File: src/rtl/lc3b_types.sv
// rtl/lc3b_types.sv - shared LC-3b types: cache line, icache state, line geometry
package lc3b_types;

  localparam int LC3B_LINE_OFFSET_BITS = 4;

  typedef logic [127:0] lc3b_line;

  typedef enum logic {IC_IDLE, IC_FILL} lc3b_icache_state_t;

  // Word w of a line lives at bits [16w+15:16w].
  function automatic logic [15:0] line_word(input lc3b_line line, input logic [2:0] off);
    return line[{off, 4'b0000} +: 16];
  endfunction

endpackage

File: src/rtl/icache_array.sv
// rtl/icache_array.sv - direct-mapped valid/tag/data storage, async read, sync write
module icache_array
  import lc3b_types::*;
#(
  parameter int IDX_BITS = 3,
  parameter int TAG_W    = 16 - LC3B_LINE_OFFSET_BITS - IDX_BITS
) (
  input  logic                clk,
  input  logic                rst_n,
  input  logic [IDX_BITS-1:0] rd_idx,
  output logic                rd_valid,
  output logic [TAG_W-1:0]    rd_tag,
  output lc3b_line            rd_line,
  input  logic                wr_en,
  input  logic [IDX_BITS-1:0] wr_idx,
  input  logic [TAG_W-1:0]    wr_tag,
  input  lc3b_line            wr_line
);

  localparam int SETS = 1 << IDX_BITS;

  logic [SETS-1:0] valid_q;
  logic [TAG_W-1:0] tag_q [SETS];
  lc3b_line         data_q [SETS];

  always_ff @(posedge clk or negedge rst_n) begin
    if (!rst_n) begin
      valid_q <= '0;
    end else if (wr_en) begin
      valid_q[wr_idx] <= 1'b1;
    end
  end

  // Tag and data contents are meaningless until valid is set, so they carry no reset.
  always_ff @(posedge clk) begin
    if (wr_en) begin
      tag_q[wr_idx]  <= wr_tag;
      data_q[wr_idx] <= wr_line;
    end
  end

  assign rd_valid = valid_q[rd_idx];
  assign rd_tag   = tag_q[rd_idx];
  assign rd_line  = data_q[rd_idx];

endmodule

File: src/rtl/icache_ro.sv
// rtl/icache_ro.sv - read-only direct-mapped instruction cache with zero-wait hits
module icache_ro
  import lc3b_types::*;
#(
  parameter int IDX_BITS = 3,
  parameter bit SAT_CNT  = 1'b1
) (
  input  logic         clk,
  input  logic         rst_n,
  input  logic [15:0]  mem_address,
  input  logic         mem_read,
  input  logic         mem_write,
  input  logic [1:0]   mem_byte_enable,
  input  logic [15:0]  mem_wdata,
  output logic         mem_resp,
  output logic [15:0]  mem_rdata,
  output logic [15:0]  pmem_address,
  output logic         pmem_read,
  input  logic [127:0] pmem_rdata,
  input  logic         pmem_resp,
  output logic [15:0]  hit_count,
  output logic [15:0]  miss_count
);

  localparam int OFF   = LC3B_LINE_OFFSET_BITS;
  localparam int TAG_W = 16 - OFF - IDX_BITS;

  lc3b_icache_state_t state, next_state;
  logic [15:0]        fill_addr;
  logic               hit, fill_start, arr_we;
  logic               rd_valid;
  logic [TAG_W-1:0]   rd_tag;
  lc3b_line           rd_line;

  logic [IDX_BITS-1:0] req_idx;
  logic [TAG_W-1:0]    req_tag;
  logic                unused_inputs;

  assign req_idx       = mem_address[OFF+IDX_BITS-1:OFF];
  assign req_tag       = mem_address[15:OFF+IDX_BITS];
  assign unused_inputs = ^{mem_write, mem_byte_enable, mem_wdata, mem_address[0]};

  icache_array #(.IDX_BITS(IDX_BITS), .TAG_W(TAG_W)) u_array (
    .clk     (clk),
    .rst_n   (rst_n),
    .rd_idx  (req_idx),
    .rd_valid(rd_valid),
    .rd_tag  (rd_tag),
    .rd_line (rd_line),
    .wr_en   (arr_we),
    .wr_idx  (fill_addr[OFF+IDX_BITS-1:OFF]),
    .wr_tag  (fill_addr[15:OFF+IDX_BITS]),
    .wr_line (pmem_rdata)
  );

  assign hit = rd_valid && (rd_tag == req_tag);

  always_ff @(posedge clk or negedge rst_n) begin
    if (!rst_n) state <= IC_IDLE;
    else        state <= next_state;
  end

  always_comb begin
    next_state = state;
    fill_start = 1'b0;
    case (state)
      IC_IDLE: if (mem_read && !hit) begin
        next_state = IC_FILL;
        fill_start = 1'b1;
      end
      IC_FILL: if (pmem_resp) next_state = IC_IDLE;
      default: next_state = IC_IDLE;
    endcase
  end

  always_comb begin
    mem_resp  = 1'b0;
    mem_rdata = 16'h0000;
    arr_we    = 1'b0;
    if (state == IC_IDLE && mem_read && hit) begin
      mem_resp  = 1'b1;
      mem_rdata = line_word(rd_line, mem_address[3:1]);
    end
    // A fill only lands while in FILL; a stray pmem_resp in IDLE is dropped.
    if (state == IC_FILL && pmem_resp) arr_we = 1'b1;
  end

  // pmem_read is the registered state bit, so reset drops it without a clock edge.
  assign pmem_read    = (state == IC_FILL);
  assign pmem_address = fill_addr;

  always_ff @(posedge clk or negedge rst_n) begin
    if (!rst_n)          fill_addr <= 16'h0000;
    else if (fill_start) fill_addr <= {mem_address[15:OFF], {OFF{1'b0}}};
  end

  function automatic logic [15:0] cnt_inc(input logic [15:0] c);
    return (SAT_CNT && c == 16'hFFFF) ? c : c + 16'd1;
  endfunction

  always_ff @(posedge clk or negedge rst_n) begin
    if (!rst_n) begin
      hit_count  <= 16'h0000;
      miss_count <= 16'h0000;
    end else begin
      if (mem_resp)   hit_count  <= cnt_inc(hit_count);
      if (fill_start) miss_count <= cnt_inc(miss_count);
    end
  end

endmodule

File: config.mk
export PLATFORM = sky130hd
export DESIGN_NAME = icache_ro
export DESIGN_NICKNAME = d
export VERILOG_FILES = /design/src/rtl/lc3b_types.sv /design/src/rtl/icache_array.sv /design/src/rtl/icache_ro.sv
export SDC_FILE = /design/constraint.sdc
export NUM_CORES = 1
export LEC_CHECK = 0
export CAP_MARGIN = 20
export CORE_ASPECT_RATIO = 0.6
export CORE_MARGIN = 4
export CORE_UTILIZATION = 30
export CTS_BUF_LIST = sky130_fd_sc_hd__clkbuf_16
export DETAILED_ROUTE_END_ITERATION = 6
export HOLD_SLACK_MARGIN = 0.02
export PLACE_DENSITY = 0.46
export SETUP_SLACK_MARGIN = 0.05
export SYNTH_ARGS = -nofsm -noshare
export SYNTH_HDL_FRONTEND = slang
export SYNTH_SLANG_ARGS = --single-unit
File: constraint.sdc
create_clock -name clk -period 22 [get_ports clk]
set_input_delay 4.4 -clock clk [delete_from_list [all_inputs] [get_ports clk]]
set_output_delay 4.4 -clock clk [all_outputs]
set_load 0.1 [all_outputs]
==> metrics.yaml, run 1 <==
dp_hpwl_um: 61800
die_x_um: 503
crit_type: "in -> out"
min_to: "u_array.valid_q[7]"
ios: 233
status: "complete, no violations"
nNetsFinal: 2231
worstMarginPinSlew_ns: 1.16
antenna_found_initial: 41
clock_sinks: 1149
syn_area_um2: 44000
crit_path_start_kind: "primary input"
hp-class: "reg -> reg"
holdBufCountCts: 0
async_flop_share_pct: 4.61
first_pass_iters: 5
ys.flop_type: "edfxtp_1"
core-area_um2: 145000
num-fill-cells: 13200
cts_root_buf: "clkbuf_16"
cp_num_buf_inv: 4
start_util_pct: 30.3
fin_skew_ns: 0.0309
min_from: "u_array.valid_q[7]"
grt_pass1_wl_um: 157000
power_leakage_uw: 0.0163
ctsResizeCount: 0
cts_setup_buffers: 0
r2r-end: "u_array.data_q[2][40]"
syn_to_final_growth_pct: 18.9
path_delay_family: "buffers and inverters"
critPathLaunch: "mem_address[5]"
drc: 0
rr_startpoint: "pmem_address[5]"
critPathRequiredTime_ns: 17.60
crit_slowest_cell: "clkdlybuf4s50_1"
hold_violations: 0
synthTopCellsByArea: "edfxtp_1, mux4_2, dfrtp_1"
cp.depth: 10
clkLatencyLatePin_ns: 0.71
wl_um: 109000
num_rows: 108
wl_per_cell_um: 26.7
ys_seq_elements: 1149
r2r_cells: 5
synth.distinct_cells: 43
clock.fmax_ghz: 0.0682
synth_edf_count: 1096
period_needed_ns: 14.66
synth_top_area_share_pct: 74.8
whs_ns: 0.461
rsz0062_at_grt: "no"
worstPathArrival_ns: 10.26
maxSlewViolCount: 0
yosys.area.top_type: "edfxtp_1"
ir_worst_vdd_uv: 62.1
crit_chain: "buf_8, buf_4, mux4_1, mux2i_1, xor2_1, nand4_1, or4_1, inv_2, and2_1, clkdlybuf4s50_1"
clkTransAtPathRegs_ns: 0.06
path_max_fanout: 89
htreeDepth: 3
relSlewSlack_pct: 22.7
timing.final.crit_share_pct: 66.7
cts_buffer_depth: 3
seq_area_frac_synth_pct: 77.8
die_y_um: 305
max_cap_violations: 0
cts_made_buffers: 118
r2r_setup_slack_ns: 18.11
setup-tns-final_ns: 0
drive_gt1_share_pct: 27.4
whs_path_depth: 1
vias: 19800
cts_tree: "built"
gp_congestion: 0.729
worst_slack_ns: 7.34
grt_pass1_vias: 21200
overflow: 0
grt_max_degree: 94
pre_cts_ws_ns: 7.21
setup_violations: 0
viasPerCell: 4.82
die-area_um2: 153000
syn_area_per_cell_um2: 24.7
total_power_uw: 4970
io_buffers: 208
ant_nets: 0
grt_usage_pct: 14.2
synthCells: 1786
pwr_density_cell_nw_per_um2: 94.9
cp-end-kind: "primary output"
drt_iter0_markers: 1742
slowest_delay_ns: 1.25
synth_warnings: 0
[where the power goes]
part           internal (µW)  leakage [µW]  total, µW  switching, µW
registers               2500        0.0105       2540           36.9
clock network           1150       0.00194       1970            827
logic                    163       0.00385        454            290
total                   3810        0.0163       4970           1150
[worst max-delay path by stage]
stage | to | slack [ns]
floorplan | u_array.valid_q[2] | 7.13
global placement | mem_rdata[9] | 7.24
detailed placement | mem_rdata[9] | 7.21
CTS | mem_rdata[9] | 7.24
global route | mem_rdata[9] | 7.06
finish | mem_rdata[12] | 7.34
[cell usage in the layout, fill, tap and decap left out, types with 2 or more instances in the layout]
master,instances
nor3_2,2
clkinvlp_4,4
nor2_4,6
diode_2,11
nor2_1,3
nor3_1,8
nand2b_1,3
clkinv_8,3
edfxtp_1,1096
clkinv_1,39
and3_1,5
mux4_2,351
inv_16,2
a21oi_1,5
buf_6,2
or2_2,8
xor2_1,26
buf_4,31
inv_1,23
buf_12,3
dfrtp_1,53
nor4b_2,2
conb_1,4
mux4_1,4
ha_1,2
xnor2_1,6
mux2i_1,13
bufinv_16,15
nand2_1,15
clkdlybuf4s50_1,203
buf_8,3
mux2_2,17
nor4_1,10
clkbuf_16,118
nand3_1,9
nor4b_1,3
clkinv_2,21
nand4_1,10
and2_1,18
[state kept, by name (all words and copies together), names as in the netlist]
name             count
u_array.valid_q      8
u_array.tag_q       72
miss_count          16
u_array.data_q    1024
hit_count           16
pmem_address        12
pmem_read            1
[through the flow]
stage | area, µm² | util, % | std cells
after floorplan | 44000 | - | 1789
after global placement | 48500 | 33.4 | 3866
after detailed placement | 48500 | 33.4 | 3866
after CTS | 52300 | 36.1 | 4086
after global routing | 52300 | 36.1 | 4089
final | 52400 | 36.1 | 4098
[layer usage]
metal	wire [µm]	track usage, %	up-vias
li1	-	-	8298
met1	47500	19.4	10900
met2	52100	22.7	425
met3	7300	3.92	156
met4	2440	3.51	18
met5	110	0	-
[synth_stat cells (9+ instances only)]
cell and instances:
mux4_2 351, xor2_1 26, dfrtp_1 53, buf_2 29, nand2_1 15, and2_1 18
nor3_1 10, nand4_1 10, nor4_1 10, mux2i_1 13, nor2_1 9, clkbuf_1 34
edfxtp_1 1096, nand3_1 9, mux2_2 17, buf_1 19
[cell type report]
type | instances | area (µm²) | area share, %
Sequential cell | 1149 | 34200 | 65.4
Clock buffer | 118 | 2950 | 5.64
Tap cell | 1925 | 2410 | 4.60
Clock inverter | 102 | 898 | 1.72
Multi-Input combinational cell | 542 | 9420 | 18.0
Inverter | 8 | 30.0 | 0.0573
Antenna cell | 11 | 27.5 | 0.0526
Timing Repair Buffer | 243 | 2400 | 4.58
[cells by family after synthesis]
kind of cell               count (synthesis)  share of synthesized area, %
muxes                                    386                          18.9
other                                      1                       0.00852
and+or+nand+nor                          108                          1.42
DFF                                     1149                          77.8
buffers and inverters                     98                          1.03
xor gates and xnor gates                  32                         0.637
AOI/OAI and AO/OA                         10                         0.136
adders and majority gates                  2                        0.0568
Power figures use the tool's default switching activity.
==> run 2: changes to the inputs <==
Clock period 22 ns to 13.9 ns, I/O delays scaled along.
==> run 2 against run 1 <==
Critical path type unchanged. Critical endpoint is now mem_rdata[8]. Routed wire length up 0.82%. Die area unchanged. Critical path depth stayed put. Clock power grew 47%. Count of clock-buffer cells in the layout increased by 1. Worst setup slack worse by 4.0 ns. Hold slack hardly changed. Via count rose by 0.25%. Flip-flop and latch count unchanged. Largest power group unchanged. Clock skew down 0.016 ns. Core utilization fell by 0.23 points. Largest cell class unchanged.
==> metrics.yaml, run 2 (synthesized netlist as in run 1, its figures left out) <==
status: "complete, no violations"
grt_usage_pct: 14.3
htreeDepth: 3
hold_violations: 0
crit_path_start_kind: "primary input"
pwr_density_cell_nw_per_um2: 147
seq_power_share_pct: 52.7
r2r_setup_slack_ns: 10.07
r2r-end: "u_array.data_q[7][31]"
ant_nets: 0
clkPwrFrac_pct: 37.8
reg_top3: "u_array.data_q x1024, u_array.tag_q x72"
power_leakage_uw: 0.0163
max_cap_violations: 0
p_int_uw: 5830
slowest_delay_ns: 1.25
clkLatencyLatePin_ns: 0.70
whs_ns: 0.461
cts_root_buf: "clkbuf_16"
cts_setup_buffers: 0
io_buffers: 208
switching_share_pct: 23.6
viasPerCell: 4.85
first_pass_iters: 5
gp_congestion: 0.711
drt_iter0_markers: 1622
cts_tree: "built"
clock_sinks: 1149
num_rows: 108
crit_type: "in -> out"
pre_cts_ws_ns: 3.31
worstMarginPinSlew_ns: 1.16
drc: 0
timing.final.crit_share_pct: 75.9
holdBufCountCts: 0
die_y_um: 305
worstPathArrival_ns: 7.76
switchingPower_uw: 1800
ctsResizeCount: 0
rsz0062_at_grt: "no"
largest_reg_flops: 1024
path_max_fanout: 45
r2r_cells: 5
die-area_um2: 153000
min_from: "u_array.valid_q[3]"
rr_startpoint: "pmem_read"
cts_made_buffers: 116
mostFrequentLayoutCells: "edfxtp_1, mux4_2, clkdlybuf4s50_1"
setup-tns-final_ns: 0
worst_slack_ns: 3.36
clock.fmax_ghz: 0.0948
cp-end-kind: "primary output"
overflow: 0
critPathRequiredTime_ns: 11.12
wl_per_cell_um: 27.0
cts_buffer_depth: 3
postLayoutCoreUtil_pct: 35.9
vias: 19800
setup_violations: 0
dp_hpwl_um: 60800
min_to: "u_array.valid_q[3]"
wl_um: 110000
relSlewSlack_pct: 22.3
start_util_pct: 30.3
fin_skew_ns: 0.0148
ios: 233
maxSlewViolCount: 0
total_power_uw: 7630
die_x_um: 503
grt_pass1_wl_um: 158000
regMostFlops: "u_array.data_q"
final_common_cell: "edfxtp_1"
crit_chain: "buf_6, buf_4, mux4_2, mux2i_1, xor2_1, nand2_1, or4_1, inv_2, and2_1, clkdlybuf4s50_1"
antenna_found_initial: 45
drive_gt1_share_pct: 26.6
core-area_um2: 145000
clkTransAtPathRegs_ns: 0.06
crit_slowest_cell: "clkdlybuf4s50_1"
hp-class: "reg -> reg"
grt_max_degree: 103
share_comb_of_total_power_pct: 9.4
period_needed_ns: 10.54
syn_to_final_growth_pct: 18.2
ir_worst_vdd_uv: 99.2
whs_path_depth: 1
nNetsFinal: 2225
grt_pass1_vias: 21200
-- run 2: changes by cell type in the layout (fill, tap and decap cells not counted), sizes merged --
cell      change
clkinvlp      -1
clkinv       -11
diode         -2
inv          +18
buf           -5
clkbuf        +2
bufinv       -11
-- run 2: per-layer routing --
metal / wire, µm / track usage, % / part of all wire, % / vias to the layer above
li1: - / - / - / 8289
met1: 49000 / 20.2 / 44 / 10900
met2: 52800 / 22.8 / 48 / 422
met3: 6240 / 3.40 / 5.7 / 162
met4: 2070 / 2.97 / 1.9 / 18
met5: 104 / 0 / 0.094 / -
-- run 2: worst max path at each step --
stage	from	end	slack, ns	cells past startpoint
floorplan	pmem_resp	u_array.valid_q[2]	0.65	3
global placement	mem_address[6]	mem_rdata[8]	3.33	10
detailed placement	mem_address[6]	mem_rdata[12]	3.31	10
CTS	mem_address[6]	mem_rdata[12]	3.29	10
global route	mem_address[6]	mem_rdata[9]	3.14	10
finish	mem_address[6]	mem_rdata[8]	3.36	10
-- run 2: final cells by class --
class | instances | area, µm²
Clock inverter | 97 | 541
Fill cell | 13200 | 93100
Multi-Input combinational cell | 542 | 9420
Inverter | 8 | 30.0
Timing Repair Buffer | 239 | 2410
Antenna cell | 9 | 22.5
Clock buffer | 119 | 2980
Tap cell | 1925 | 2410
Sequential cell | 1149 | 34200
-- run 2: worst max-delay path, delay by kind of cell --
kind,cells,cell delay [ns]
xor gates and xnor gates,1,0.17
and+or+nand+nor,3,1.11
buffers and inverters,4,2.87
muxes,2,0.62
-- run 2: power groups by stage --
stage / registers, µW / logic [µW] / clock network (µW)
after floorplan: 4250 / 304 / 0
after global placement: 4080 / 731 / 0
after detailed placement: 4090 / 740 / 0
after CTS: 4020 / 741 / 2990
after global routing: 4030 / 763 / 3140
final: 4020 / 721 / 2890
-- run 2: stage by stage --
stage	instances	cell area, µm²
floorplan	1789	44000
global placement	3862	48500
detailed placement	3862	48500
CTS	4078	52000
global route	4082	52000
finish	4088	52000
==> run 3: changes to the inputs <==
Clock period 13.9 ns to 11 ns, I/O delays scaled along.
==> run 3 against run 2 <==
Flip-flop and latch count did not move. Routed wire length fell by 1.5%. Hold slack improved by 0.0044 ns. Critical path depth fell by 2. Combinational power rose by 27%. Final cell count fell by 0.12%.
==> metrics.yaml, run 3 (synthesized netlist as in run 1, its figures left out) <==
overflow: 0
grt_pass1_vias: 21200
timing.final.crit_share_pct: 83.3
vias: 19500
p_int_uw: 7510
ant_nets: 0
cts_tree: "built"
crit_type: "in -> out"
holdBufCountCts: 0
switchingPower_uw: 2290
die_x_um: 503
hp-class: "reg -> reg"
start_util_pct: 30.3
clock_sinks: 1149
crit_chain: "buf_8, buf_12, buf_4, mux4_2, mux4_2, mux4_2, and2_1, clkdlybuf4s50_1"
grt_usage_pct: 14.2
final_cells: 4083
mostFrequentLayoutCells: "edfxtp_1, mux4_2, clkdlybuf4s50_1"
core-area_um2: 145000
total_power_uw: 9800
slowest_delay_ns: 0.97
worstMarginPinSlew_ns: 1.12
critPathRequiredTime_ns: 8.80
htreeDepth: 3
drc: 0
clkPwrFrac_pct: 38.8
wl_per_cell_um: 26.6
drive_gt1_share_pct: 27.5
cp-end-kind: "primary output"
status: "complete, no violations"
cts_setup_buffers: 0
path_delay_family: "buffers and inverters"
share_comb_of_total_power_pct: 9.4
timing.critical_path.mode_cell: "mux4_2"
first_pass_iters: 5
antenna_found_initial: 39
wl_um: 109000
grt_max_degree: 112
clkLatencyLatePin_ns: 0.71
relSlewSlack_pct: 25.4
cts_root_buf: "clkbuf_16"
crit_path_start_kind: "primary input"
dp_cells: 3861
ir_worst_vdd_uv: 115
ctsResizeCount: 0
syn_to_final_growth_pct: 18.6
cts_buffer_depth: 3
num_rows: 108
crit_slowest_cell: "clkdlybuf4s50_1"
period_needed_ns: 9.16
io_buffers: 208
worstPathArrival_ns: 6.96
regMostFlops: "u_array.data_q"
rsz0062_at_grt: "no"
cts_made_buffers: 114
path_max_fanout: 111
maxSlewViolCount: 0
switching_share_pct: 23.4
largest_reg_flops: 1024
drt_iter0_markers: 1520
dp_hpwl_um: 60000
final_common_cell: "edfxtp_1"
clkTransAtPathRegs_ns: 0.06
nNetsFinal: 2222
viasPerCell: 4.78
pwr_density_cell_nw_per_um2: 188
cp_num_buf_inv: 4
reg_top3: "u_array.data_q x1024, u_array.tag_q x72"
grt_pass1_wl_um: 157000
max_cap_violations: 0
die-area_um2: 153000
clock.fmax_ghz: 0.109
gp_congestion: 0.711
hold_violations: 0
seq_power_share_pct: 51.9
ios: 233
setup_violations: 0
power_leakage_uw: 0.0163
die_y_um: 305
setup-tns-final_ns: 0
fin_skew_ns: 0.0285
run 3: cell types whose count changed in the layout (fill, tap and decap cells not counted), sizes merged:
| cell | change |
|---|---|
| inv | -9 |
| bufinv | +8 |
| clkbuf | -4 |
| clkinv | +2 |
| buf | -1 |
| diode | -1 |
run 3: routing by layer:
metal  track usage [%]  vias to the layer above  routed length (µm)
met2              22.8                      453               52100
met4              3.52                       20                2570
met5                 0                        -                 126
met3              3.65                      175                6210
met1              19.4                    10600               47600
li1                  -                     8265                   -
run 3: worst paths after layout:
kind / startpoint / end / slack (ns) / depth (start not counted)
setup / recovery: mem_address[5] / mem_rdata[3] / 1.84 / 8
hold / removal: u_array.valid_q[4] / u_array.valid_q[4] / 0.47 / 1
setup reg to reg: u_array.tag_q[3][2] / hit_count[1] / 7.38 / 8
hold reg to reg: u_array.valid_q[4] / u_array.valid_q[4] / 0.47 / 1
max in group asynchronous: rst_n / miss_count[13] / 8.84 / 2
min in group asynchronous: rst_n / hit_count[2] / 1.63 / 2
run 3: cell type report:
type / count / area (µm²)
Timing Repair Buffer: 238 / 2420
Antenna cell: 8 / 20.0
Clock buffer: 115 / 2880
Inverter: 8 / 30.0
Sequential cell: 1149 / 34200
Multi-Input combinational cell: 542 / 9430
Fill cell: 13100 / 92900
Tap cell: 1925 / 2410
Clock inverter: 98 / 797
run 3: power by group through the flow:
stage | registers [µW] | logic (µW) | clock network (µW)
2_1_floorplan | 5360 | 385 | 0
3_3_place_gp | 5160 | 932 | 0
3_5_place_dp | 5180 | 944 | 0
4_1_cts | 5080 | 945 | 3930
5_1_grt | 5100 | 975 | 4120
6_report | 5080 | 919 | 3800
run 3: worst reg2reg max path: cells and delay by family (launching register included):
| kind | cells | cell delay, ns |
|---|---|---|
| multiplexers | 3 | 1.03 |
| buffers and inverters | 1 | 0.47 |
| AND/OR/NAND/NOR | 3 | 1.39 |
| flip-flops | 1 | 0.36 |
| XOR/XNOR | 1 | 0.24 |
run 3: per-stage QoR:
step	utilization [%]	setup slack, ns	hold WS (ns)	instance area [µm²]
floorplan	-	2.15	0.434	44000
global placement	33.4	1.85	0.446	48500
detailed placement	33.4	1.81	0.453	48500
CTS	36.0	1.80	0.466	52200
global route	36.0	1.72	0.480	52200
finish	36.0	1.84	0.466	52200
